**config.mk**
```make
export PLATFORM = sky130hd
export DESIGN_NAME = ex_mem_pipe
export DESIGN_NICKNAME = d
export VERILOG_FILES = /design/src/rtl/riscv_pkg.sv /design/src/rtl/ex_mem_lane.sv /design/src/rtl/ex_mem_pipe.sv
export SDC_FILE = /design/constraint.sdc
export NUM_CORES = 1
export LEC_CHECK = 0
export CORE_AREA = 2 2 210 212
export DETAILED_ROUTE_END_ITERATION = 7
export DIE_AREA = 0 0 212 214
export GPL_TIMING_DRIVEN = 0
export PLACE_DENSITY_LB_ADDON = 0.08
export SLEW_MARGIN = 20
export SYNTH_ARGS = -nofsm -noshare
export SYNTH_HDL_FRONTEND = slang
export SYNTH_SLANG_ARGS = --single-unit
export TNS_END_PERCENT = 100
```
**constraint.sdc**
```tcl
create_clock -name clk -period 1.5 [get_ports clk]
set_input_delay 0.3 -clock clk [delete_from_list [all_inputs] [get_ports clk]]
set_output_delay 0.3 -clock clk [all_outputs]
set_load 0.02 [all_outputs]
```
**src/rtl/riscv_pkg.sv**
```systemverilog
// Shared pipeline types: lane count, write-back source encodings and the
// per-lane control bundle carried from execute into memory.
package riscv_pkg;

   localparam int NUM_LANES = 2;

   localparam logic [1:0] RES_ALU = 2'b00;
   localparam logic [1:0] RES_MEM = 2'b01;
   localparam logic [1:0] RES_PC4 = 2'b10;

   typedef struct packed {
      logic       valid;
      logic       regwrite;
      logic       memwrite;
      logic [1:0] resultsrc;
      logic [4:0] rd;
   } ex_mem_lane_t;

endpackage

```
**src/rtl/ex_mem_lane.sv**
```systemverilog
// One lane of the EX/MEM register: captures data and control, gating the
// side-effect bits by lane validity, squash and WAW kill.
module ex_mem_lane
   import riscv_pkg::*;
#(
   parameter int Size = 32
) (
   input  logic            clk,
   input  logic            rst_n,
   input  logic            stall,
   input  logic            flush,
   input  logic            squash,
   input  logic            waw_kill,
   input  ex_mem_lane_t    ctl_e,
   input  logic [Size-1:0] alu_e,
   input  logic [Size-1:0] wd_e,
   input  logic [Size-1:0] pc4_e,
   output ex_mem_lane_t    ctl_m,
   output logic [Size-1:0] alu_m,
   output logic [Size-1:0] wd_m,
   output logic [Size-1:0] pc4_m
);

   logic eff;
   assign eff = ctl_e.valid & ~squash;

   always_ff @(posedge clk) begin
      if (!rst_n) begin
         ctl_m <= '0;
         alu_m <= '0;
         wd_m  <= '0;
         pc4_m <= '0;
      end else if (flush) begin
         ctl_m.valid    <= 1'b0;
         ctl_m.regwrite <= 1'b0;
         ctl_m.memwrite <= 1'b0;
      end else if (!stall) begin
         ctl_m.valid     <= eff;
         // x0 is never written, and an older write shadowed by the younger lane is dropped
         ctl_m.regwrite  <= eff & ctl_e.regwrite & (ctl_e.rd != 5'd0) & ~waw_kill;
         ctl_m.memwrite  <= eff & ctl_e.memwrite;
         ctl_m.resultsrc <= ctl_e.resultsrc;
         ctl_m.rd        <= ctl_e.rd;
         alu_m           <= alu_e;
         wd_m            <= wd_e;
         pc4_m           <= pc4_e;
      end
   end

endmodule

```
**src/rtl/ex_mem_pipe.sv**
```systemverilog
// Dual-issue EX/MEM pipeline register with taken-branch redirect selection,
// same-destination WAW resolution and a saturating redirect counter.
module ex_mem_pipe
   import riscv_pkg::*;
#(
   parameter int Size = 32
) (
   input  logic            clk,
   input  logic            rst_n,
   input  logic            StallM,
   input  logic            FlushM,
   input  logic            ValidE_0,
   input  logic            ValidE_1,
   input  logic [Size-1:0] alu_out_0,
   input  logic [Size-1:0] alu_out_1,
   input  logic [Size-1:0] WriteDataE_0,
   input  logic [Size-1:0] WriteDataE_1,
   input  logic [Size-1:0] PCPlus4E_0,
   input  logic [Size-1:0] PCPlus4E_1,
   input  logic [Size-1:0] PCTargetE_0,
   input  logic [Size-1:0] PCTargetE_1,
   input  logic [4:0]      RdE_0,
   input  logic [4:0]      RdE_1,
   input  logic            RegWriteE_0,
   input  logic            RegWriteE_1,
   input  logic            MemWriteE_0,
   input  logic            MemWriteE_1,
   input  logic            mux1E_0,
   input  logic            mux1E_1,
   input  logic [1:0]      ResultSrcE_0,
   input  logic [1:0]      ResultSrcE_1,
   output logic [Size-1:0] ALUResultM_0,
   output logic [Size-1:0] ALUResultM_1,
   output logic [Size-1:0] WriteDataM_0,
   output logic [Size-1:0] WriteDataM_1,
   output logic [Size-1:0] PCPlus4M_0,
   output logic [Size-1:0] PCPlus4M_1,
   output logic [4:0]      RdM_0,
   output logic [4:0]      RdM_1,
   output logic [1:0]      ResultSrcM_0,
   output logic [1:0]      ResultSrcM_1,
   output logic            RegWriteM_0,
   output logic            RegWriteM_1,
   output logic            MemWriteM_0,
   output logic            MemWriteM_1,
   output logic            ValidM_0,
   output logic            ValidM_1,
   output logic            RedirectM,
   output logic [Size-1:0] RedirectPCM,
   output logic            FlushDE,
   output logic [15:0]     RedirectCnt
);

   ex_mem_lane_t [NUM_LANES-1:0]           ctl_e, ctl_m;
   logic [NUM_LANES-1:0][Size-1:0]         alu_e, wd_e, pc4_e;
   logic [NUM_LANES-1:0][Size-1:0]         alu_m, wd_m, pc4_m;
   logic [NUM_LANES-1:0]                   squash, waw_kill;

   assign ctl_e[0] = '{valid: ValidE_0, regwrite: RegWriteE_0, memwrite: MemWriteE_0,
                       resultsrc: ResultSrcE_0, rd: RdE_0};
   assign ctl_e[1] = '{valid: ValidE_1, regwrite: RegWriteE_1, memwrite: MemWriteE_1,
                       resultsrc: ResultSrcE_1, rd: RdE_1};
   assign alu_e = {alu_out_1, alu_out_0};
   assign wd_e  = {WriteDataE_1, WriteDataE_0};
   assign pc4_e = {PCPlus4E_1, PCPlus4E_0};

   // An older taken redirect kills the younger lane before anything else looks at it
   logic take0, live1, take1, redirect, waw;
   assign take0    = ValidE_0 & mux1E_0;
   assign live1    = ValidE_1 & ~take0;
   assign take1    = live1 & mux1E_1;
   assign redirect = take0 | take1;
   assign waw      = ValidE_0 & live1 & RegWriteE_0 & RegWriteE_1 &
                     (RdE_0 == RdE_1) & (RdE_0 != 5'd0);

   assign squash   = {take0, 1'b0};
   assign waw_kill = {1'b0, waw};

   for (genvar l = 0; l < NUM_LANES; l++) begin : g_lane
      ex_mem_lane #(.Size(Size)) u_lane (
         .clk      (clk),
         .rst_n    (rst_n),
         .stall    (StallM),
         .flush    (FlushM),
         .squash   (squash[l]),
         .waw_kill (waw_kill[l]),
         .ctl_e    (ctl_e[l]),
         .alu_e    (alu_e[l]),
         .wd_e     (wd_e[l]),
         .pc4_e    (pc4_e[l]),
         .ctl_m    (ctl_m[l]),
         .alu_m    (alu_m[l]),
         .wd_m     (wd_m[l]),
         .pc4_m    (pc4_m[l])
      );
   end

   always_ff @(posedge clk) begin
      if (!rst_n) begin
         RedirectM   <= 1'b0;
         RedirectPCM <= '0;
         RedirectCnt <= '0;
      end else if (FlushM || StallM) begin
         RedirectM <= 1'b0;
      end else begin
         RedirectM <= redirect;
         if (redirect) begin
            RedirectPCM <= take0 ? PCTargetE_0 : PCTargetE_1;
            if (RedirectCnt != 16'hFFFF) RedirectCnt <= RedirectCnt + 16'd1;
         end
      end
   end

   assign FlushDE = RedirectM;

   assign ALUResultM_0 = alu_m[0];
   assign ALUResultM_1 = alu_m[1];
   assign WriteDataM_0 = wd_m[0];
   assign WriteDataM_1 = wd_m[1];
   assign PCPlus4M_0   = pc4_m[0];
   assign PCPlus4M_1   = pc4_m[1];
   assign RdM_0        = ctl_m[0].rd;
   assign RdM_1        = ctl_m[1].rd;
   assign ResultSrcM_0 = ctl_m[0].resultsrc;
   assign ResultSrcM_1 = ctl_m[1].resultsrc;
   assign RegWriteM_0  = ctl_m[0].regwrite;
   assign RegWriteM_1  = ctl_m[1].regwrite;
   assign MemWriteM_0  = ctl_m[0].memwrite;
   assign MemWriteM_1  = ctl_m[1].memwrite;
   assign ValidM_0     = ctl_m[0].valid;
   assign ValidM_1     = ctl_m[1].valid;

endmodule

```
==> summary.txt <==
Status
  • Run status: finished with violations
  • Failing checks: setup timing

Placed design
  • IO Port Bufs: 540
  • Post-Place Worst Slack: -1200 ps
  • Placed Cells: 2347
  • Final HPWL DP: 33.8 mm
  • RePlAce Congestion: 0.794

Synth
  • Synthesized Nets: 1505
  • Async set-reset flop share out of synthesis: 0%
  • Library cells used by synthesis: 44
  • Synth area leaders: dfxtp_1 (53%), nand2_1 (17%), a21oi_1 (11%)
  • Share of the synthesized area in the top cell type: a little over half
  • Synth area leader: dfxtp_1
  • Synth Cell Area: 9870 um^2
  • Post-synth EDFFs: 0
  • Mapped Cells: 1222
  • Avg Cell Area, Syn: 8.08 um^2
  • Ys flop type: dfxtp_1
  • #FFs+latches synth: 261
  • Register area share after synthesis: 52.9%
  • Syn. warnings: 0

Timing
  • Final Hold Vio Count: 0
  • Slew Limit Fails: 0
  • Achievable frequency: 647 MHz
  • Final Setup Violations: 3
  • Final Skew: 4.72 ps
  • Worst hold slack: 98.1 ps
  • Final Cycle Share: 103%
  • Slew Limit Headroom: 48.3%
  • Slew @ Worst Pin: slightly below 800 ps
  • Min Tclk post-route: around 1500 ps
  • RSZ-0062 raised after global routing: true
  • Final setup margin: -46.2 ps

Cells and area
  • Most common cell after layout, fill and taps aside: nand2_1
  • Storage cell area: 5270 um^2
  • Fillers: 4563
  • Fin cells: 2422
  • NumNets Final: 2094
  • Multi-input logic area: 4290 um^2
  • P&R area growth vs syn: 70.8%
  • Commonest cells after routing, fill and taps aside: nand2_1 (457), clkdlybuf4s50_1 (276), dfxtp_1 (245)
  • Layout cells sized above 1: 23.8%

Global routing
  • Total gr overflow: 0
  • Met3 usage: 7.64%
  • Most Crowded Layer GR: met2
  • Initial antenna violation count: 9
  • Met2 Use GR: 32.5%
  • Largest net degree at the start of global routing: 12
  • M1 GR Usage: 21.9%
  • Vias in the first global route: 10700
  • First-pass GRT wire length: around 66 mm
  • GRT Overall Usage: 19.1%

Worst setup path
  • CP endpoint kind: register
  • Setup crit start kind: register
  • Critical path required time: 1950 ps
  • Reg-to-Reg Start: RedirectCnt[0]
  • Crit path arrival time: 1990 ps
  • Critical path peak fanout: 5
  • Setup CP Type: reg -> reg
  • CP startpoint: RedirectCnt[0]

Detailed routing
  • Vias: approximately 11000
  • Post-route ant nets: 0
  • # DRC: 0
  • 1st-pass router iterations: 7
  • Wire per inst: ~18 um
  • Vias per inst: between 4 and 5
  • Iter 0 DRT Violations: about 440
  • Final WL: 44.5 mm

Clocking
  • Clock Pin Slew Worst Setup and Hold Paths: 60 ps
  • H-tree Lvls: 2
  • Max clock buf depth: 3
  • # hold bufs at CTS: 0
  • Root Buffer: clkbuf_16
  • Clock Sinks: about 260
  • TritonCTS Buffers: 34
  • Skew-Pair Late Insertion Delay: approximately 520 ps
  • CTS tree: yes

Die
  • I/O pin cnt: 544
  • Die H: 214 um
  • Rows: 76
  • Starting Density: 23.0%
  • Core area: 42900 um^2
  • Die ar.: between 40000 and 50000 um^2
  • Die X: 212 um

Power and ir drop
  • Leakage power: 0.00644 uW
  • P per Cell Area: 1080 nW/um^2
  • Final Total Pwr: about 18000 uW
  • Worst vdd ir: about 660 uV

Flow run
  • Max-Cap Viols: 0

Min path
  • Hold Path Class: in -> reg
  • Hold path start: mux1E_0
==> area by class of cell <==
cell class | instances | share of cell area (%)
flip-flops and latches | 261 | 31.2
repair buffers | 554 | 29.5
multi-input cells | 862 | 25.4
clock buffers | 52 | 5.99
well taps | 585 | 4.34
plain buffers | 96 | 2.87
clock inverters | 6 | 0.519
diodes | 4 | 0.0593
inverters | 2 | 0.0445
==> cell families after synthesis <==
logic type	share of synthesized area (%)
and+or+nand+nor	24.1
AOI/OAI and AO/OA	17.5
DFF	52.9
buffers and inverters	4.54
xor gates and xnor gates	0.443
muxes	0.304
adders and majority gates	0.127
==> registers in the layout, indices dropped and copies added (netlist names) <==
register	count
g_lane.u_lane.pc4_m	64
RedirectCnt	16
RedirectPCM	32
g_lane.u_lane.ctl_m	20
g_lane.u_lane.alu_m	64
g_lane.u_lane.wd_m	64
FlushDE	1
==> worst paths after layout <==
kind | end | slack (ps) | cells past startpoint
setup / recovery | RedirectCnt[8] | -50 | 6
hold / removal | RedirectPCM[1] | 100 | 3
setup reg to reg | RedirectCnt[8] | -50 | 6
hold reg to reg | g_lane[0].u_lane.pc4_m[20] | 450 | 2
==> layer usage <==
metal / part of all wire (%) / vias to the layer above
li1: - / 5287
met1: 40 / 4896
met2: 48 / 345
met3: 9.2 / 71
met4: 2.4 / 10
met5: 0.15 / -
==> synth_stat cells (2+ instances only) <==
cell / instances
nand3b_1: 2
nand4b_1: 2
and4_1: 2
buf_4: 2
nor2_1: 38
o31ai_1: 10
a21oi_1: 223
xnor2_1: 5
a311oi_1: 2
buf_6: 7
dfxtp_1: 261
or4_1: 9
o21ai_0: 2
clkbuf_1: 73
and3_1: 3
nand3_1: 41
mux2i_1: 3
buf_2: 13
nand2_1: 458
nand2b_1: 4
a311oi_2: 30
buf_1: 2
nand4_1: 6
nor4b_1: 2
or3_1: 3
==> timing repair <==
item,CTS,global route
resized for setup,840,165
pin swaps,17,14
endpoints found under the setup margin,510,131
hold endpoints to repair,0,0
gates cloned,2,0
buffers inserted,10,2
==> worst max-delay path, cell delays in order, from the launching register on <==
cell and delay [ps]:
dfxtp_4 360, ha_4 170, nand4_1 110, nor4_4 60
buf_4 160, or4_4 480, a21oi_2 140
==> where the power goes <==
part	switching [uW]	internal [uW]	total, uW
clock	3160	4970	8130
sequential	153	7230	7380
combinational	1400	1270	2670
==> through the flow <==
| stage | util (%) | TNS [ps] | cell area (um^2) |
|---|---|---|---|
| final | 39.3 | -88.2 | 16900 |
| after detailed placement | 37.4 | -231830 | 16000 |
| after CTS | 40.7 | -320 | 17400 |
| after floorplan | - | 0 | 9910 |
| after global placement | 37.4 | -230070 | 16000 |
| after global routing | 39.3 | -1070 | 16900 |
Power figures use the tool's default switching activity.
==> variant 1: new RTL, same flow settings <==
Make the reset (`rst_n`) asynchronous in 2 clocked blocks.
--- a/src/rtl/ex_mem_lane.sv
+++ b/src/rtl/ex_mem_lane.sv
@@ -24,7 +24,7 @@
    logic eff;
    assign eff = ctl_e.valid & ~squash;
 
-   always_ff @(posedge clk) begin
+   always_ff @(posedge clk or negedge rst_n) begin
       if (!rst_n) begin
          ctl_m <= '0;
          alu_m <= '0;
--- a/src/rtl/ex_mem_pipe.sv
+++ b/src/rtl/ex_mem_pipe.sv
@@ -95,7 +95,7 @@
       );
    end
 
-   always_ff @(posedge clk) begin
+   always_ff @(posedge clk or negedge rst_n) begin
       if (!rst_n) begin
          RedirectM   <= 1'b0;
          RedirectPCM <= '0;
Check against the original RTL: differs if rst_n is asserted again (counterexample within 4 cycles, from zero or initial values and one cycle with rst_n low); with rst_n held inactive, the same outputs for 4 cycles.
==> variant 1 against the original RTL <==
- the flow still finishes with violations (negative setup slack)
- sequential cell count did not move
- design area rose by 1.0%
- core utilization rose by 0.40 points
- non-clock buffer count fell by 57
- routed wire length fell by 13%
- worst setup slack improved by 0.034 ns
- sequential share of layout area rose by 7.2 points
- area after synthesis rose by 4.5%
- die area did not move
Power is not compared: it rests on default switching activity, and its combinational part moved more than twofold at a synthesized area within 25%.
==> variant 1: results (changes against the original RTL) <==
First DRT Iteration DRCs 201 (-55%); Setup Skew 0.00589 ns (+0.00117 ns); Routed WL per cell 20.6 um (+12%); Crit path largest cell delay 0.40 ns (-0.08 ns); post-synthesis compound-gate area fraction 2.42% (-15 points); reg2reg path depth 5 (-1); Netlist cell types 42 (-4.5%); layout cell share with drive strength beyond 1 38.4% (+15 points); pin count of the biggest net entering global routing 76 (+64); failing checks negative setup slack; met1 Usage GRT 18.5% (-3.4 points); GR Util met3 8.74% (+1.1 points); Post-Route WL 39,000 um (-13%); Async S/R FF share, synth 100% (+100 points); Placed Area 16,600 um^2 (+3.5%); Final setup viols 1 (-2); first-pass GRT wire length 56,900 um (-14%); maximum fanout along the worst path 4 (-1); Crit. Startpoint RedirectCnt[0]; vias in the first global route 8,566 (-20%); data arrival time of the critical path 1.91 ns (-0.08 ns); Post-Synth XOR/XNOR Area 1.36% (+0.91 points); r2r endpoint RedirectCnt[1]; grt met2 use 28.5% (-4.1 points); final setup TNS -0.0120 ns (+0.0762 ns); commonest cells in the netlist dfrtp_1 (261), mux2_2 (107), mux2_1 (101); Crit-path slowest cell dfrtp_2; Hold EP g_lane[1].u_lane.ctl_m[9]; DP Wirelength 30,600 um (-9.2%); Avg Cell Area, Syn 15.0 um^2 (+86%); Finished Cell Area 17,000 um^2 (+1.0%); Post-CTS Hold Buffers 1 (+1); Switching Share roughly 30%; worst hold slack 0.190 ns (+0.0921 ns); total placed cells including tap cells 1,819 (-22%); Pre-antenna DRT Iters 4 (-3); port bufs 543 (+0.56%); outcome complete, but fails checks; mux share of post-synthesis cell area 25.9% (+26 points); fillers 4,193 (-8.1%); met2 WL 18,400 um (-13%); Setup Fix Bufs, Post-CTS 4 (-6); Setup WS pre-CTS -0.932 ns (+0.270 ns); Nets 1,565 (-25%); Slew Limit Headroom 70.7% (+22 points); ys flop type dfrtp_1; Seq/Total Area, Yosys 63.3% (+10 points); setup ws final -0.0120 ns (+0.0343 ns)
-- variant 1: cell count changes after synthesis, moves of 33 or more --
| cell | unedited run | this run |
|---|---|---|
| a21oi_1 | 223 | 5 |
| clkbuf_1 | 73 | 4 |
| dfrtp_1 | 0 | 261 |
| dfxtp_1 | 261 | 0 |
| mux2_1 | 0 | 101 |
| mux2_2 | 0 | 107 |
| nand2_1 | 458 | 43 |
| nand3_1 | 41 | 5 |
| nor2_1 | 38 | 5 |
-- variant 1: area by class of cell --
cell class | instances | area share (%)
well taps | 585 | 4.30
repair buffers | 558 | 27.4
clock inverters | 6 | 0.470
inverters | 1 | 0.0220
diodes | 9 | 0.132
multi-input cells | 391 | 21.5
plain buffers | 35 | 1.78
flip-flops and latches | 261 | 38.4
clock buffers | 50 | 5.96
-- variant 1: cells by family after synthesis --
group                      Yosys count
AOI/OAI and AO/OA                   46
xor gates and xnor gates            16
and+or+nand+nor                     87
muxes                              241
buffers and inverters               36
adders and majority gates            1
DFF                                261
==> variant 2: new RTL, config.mk and constraints unchanged <==
Without the edit above. `Size` is set to 32 in 2 places; all go to 16.
--- a/src/rtl/ex_mem_lane.sv
+++ b/src/rtl/ex_mem_lane.sv
@@ -3,7 +3,7 @@
 module ex_mem_lane
    import riscv_pkg::*;
 #(
-   parameter int Size = 32
+   parameter int Size = 16
 ) (
    input  logic            clk,
    input  logic            rst_n,
--- a/src/rtl/ex_mem_pipe.sv
+++ b/src/rtl/ex_mem_pipe.sv
@@ -3,7 +3,7 @@
 module ex_mem_pipe
    import riscv_pkg::*;
 #(
-   parameter int Size = 32
+   parameter int Size = 16
 ) (
    input  logic            clk,
    input  logic            rst_n,
Ports: changed (15 resized); port bits go from 544 to 304. The function was not compared with the original's and may differ.
==> variant 2 against the original RTL <==
- the flow still finishes with violations (negative setup slack)
- area after synthesis is 43% lower
- largest power group unchanged
- sequential cell count is 112 lower
- via count shrank 42%
- non-clock buffer count shrank 272
- total power shrank 45%
- global-route usage shrank 6.7 points
- die area unchanged
- worst setup slack worse by 0.26 ns
- sequential share of layout area fell by 1.7 points
- clock skew up 0.0022 ns
- routed wire length down 38%
- critical endpoint is now RedirectCnt[13]
- design area decreased by 39%
- critical path depth fell by 1
==> variant 2: results (changes against the original RTL) <==
port bufs 302 (-44%); data arrival time of the critical path 2.18 ns (+0.19 ns); DP Wirelength 20,300 um (-40%); VDD IR-drop max 0.670 mV (+0.96%); first-pass GRT wire length 40,900 um (-38%); Synth area leaders dfxtp_1 (53%), nand2_1 (17%), a21oi_1 (11%), clkbuf_1 (3.3%), a311oi_1 (2.5%); Placer Congestion 0.700 (-12%); layout cell share with drive strength beyond 1 15.5% (-8.3 points); Post-Syn Instances 712 (-42%); Post-Route WL 27,600 um (-38%); P_comb 1460 uW (-45%); met3 wire length 2300 um (-44%); Pre-antenna DRT Iters 5 (-2); Power, Total 9970 uW (-45%); Setup Fix Bufs, Post-CTS 17 (+7); Switching Share 27.0% (+1.1 points); total placed cells including tap cells 1,599 (-32%); setup ws final -0.311 ns (-0.264 ns); commonest cells in the netlist nand2_1 (248), dfxtp_1 (149), a21oi_1 (126); Setup WS pre-CTS -1.35 ns (-0.150 ns); Setup Skew 0.00691 ns (+0.00219 ns); Synthesized Nets 867 (-42%); failing checks negative setup slack; Placed Area 9410 um^2 (-41%); final non-filler cell total 1,651 (-32%); Nets 1,211 (-42%); Vias 6,146 (-42%); Crit path largest cell delay 0.60 ns (+0.12 ns); Clock Latency Late Sink 0.44 ns (-0.08 ns); Overall Global Routing Usage 12.4% (-6.7 points); CTS Buf Count 17 (-50%); met1 Usage GRT 14.5% (-7.4 points); final setup TNS -2.78 ns (-2.69 ns); leak pwr 0.00400 uW (-38%); outcome complete, but fails checks; Final setup viols 15 (+12); Top Registers g_lane.u_lane.alu_m (32), g_lane.u_lane.pc4_m (32), g_lane.u_lane.wd_m (32); Seq/Total Area, Yosys 53.1% (+0.21 points); wire length on met1 11,600 um (-35%); Ant. Diodes 0 (-4); clk buf depth 2 (-1); First DRT Iteration DRCs 272 (-39%)
variant 2: final cells by class:
cell class | count | area share, %
repair buffers | 327 | 29.6
flip-flops and latches | 149 | 29.5
multi-input cells | 506 | 25.1
well taps | 585 | 7.17
clock buffers | 23 | 4.88
plain buffers | 51 | 2.88
clock inverters | 6 | 0.674
inverters | 4 | 0.159
variant 2: logic make-up after synthesis:
logic type               count (synthesis)  share of synthesized area [%]
multiplexers                             1                          0.178
AO/OA/AOI/OAI                          166                           17.0
XOR/XNOR                                 5                          0.780
adder cells (fa/ha/maj)                  1                          0.223
flip-flops                             149                           53.1
buffers and inverters                   57                           3.92
AND/OR/NAND/NOR                        333                           24.7
variant 2: worst paths after layout:
path,from,slack (ns),end
worst max-delay path,mux1E_1,-0.31,RedirectCnt[13]
worst min register to register,g_lane[1].u_lane.pc4_m[12],0.45,g_lane[1].u_lane.pc4_m[12]
worst max register to register,RedirectCnt[0],-0.29,RedirectCnt[10]
worst min-delay path,mux1E_0,0.26,RedirectPCM[3]
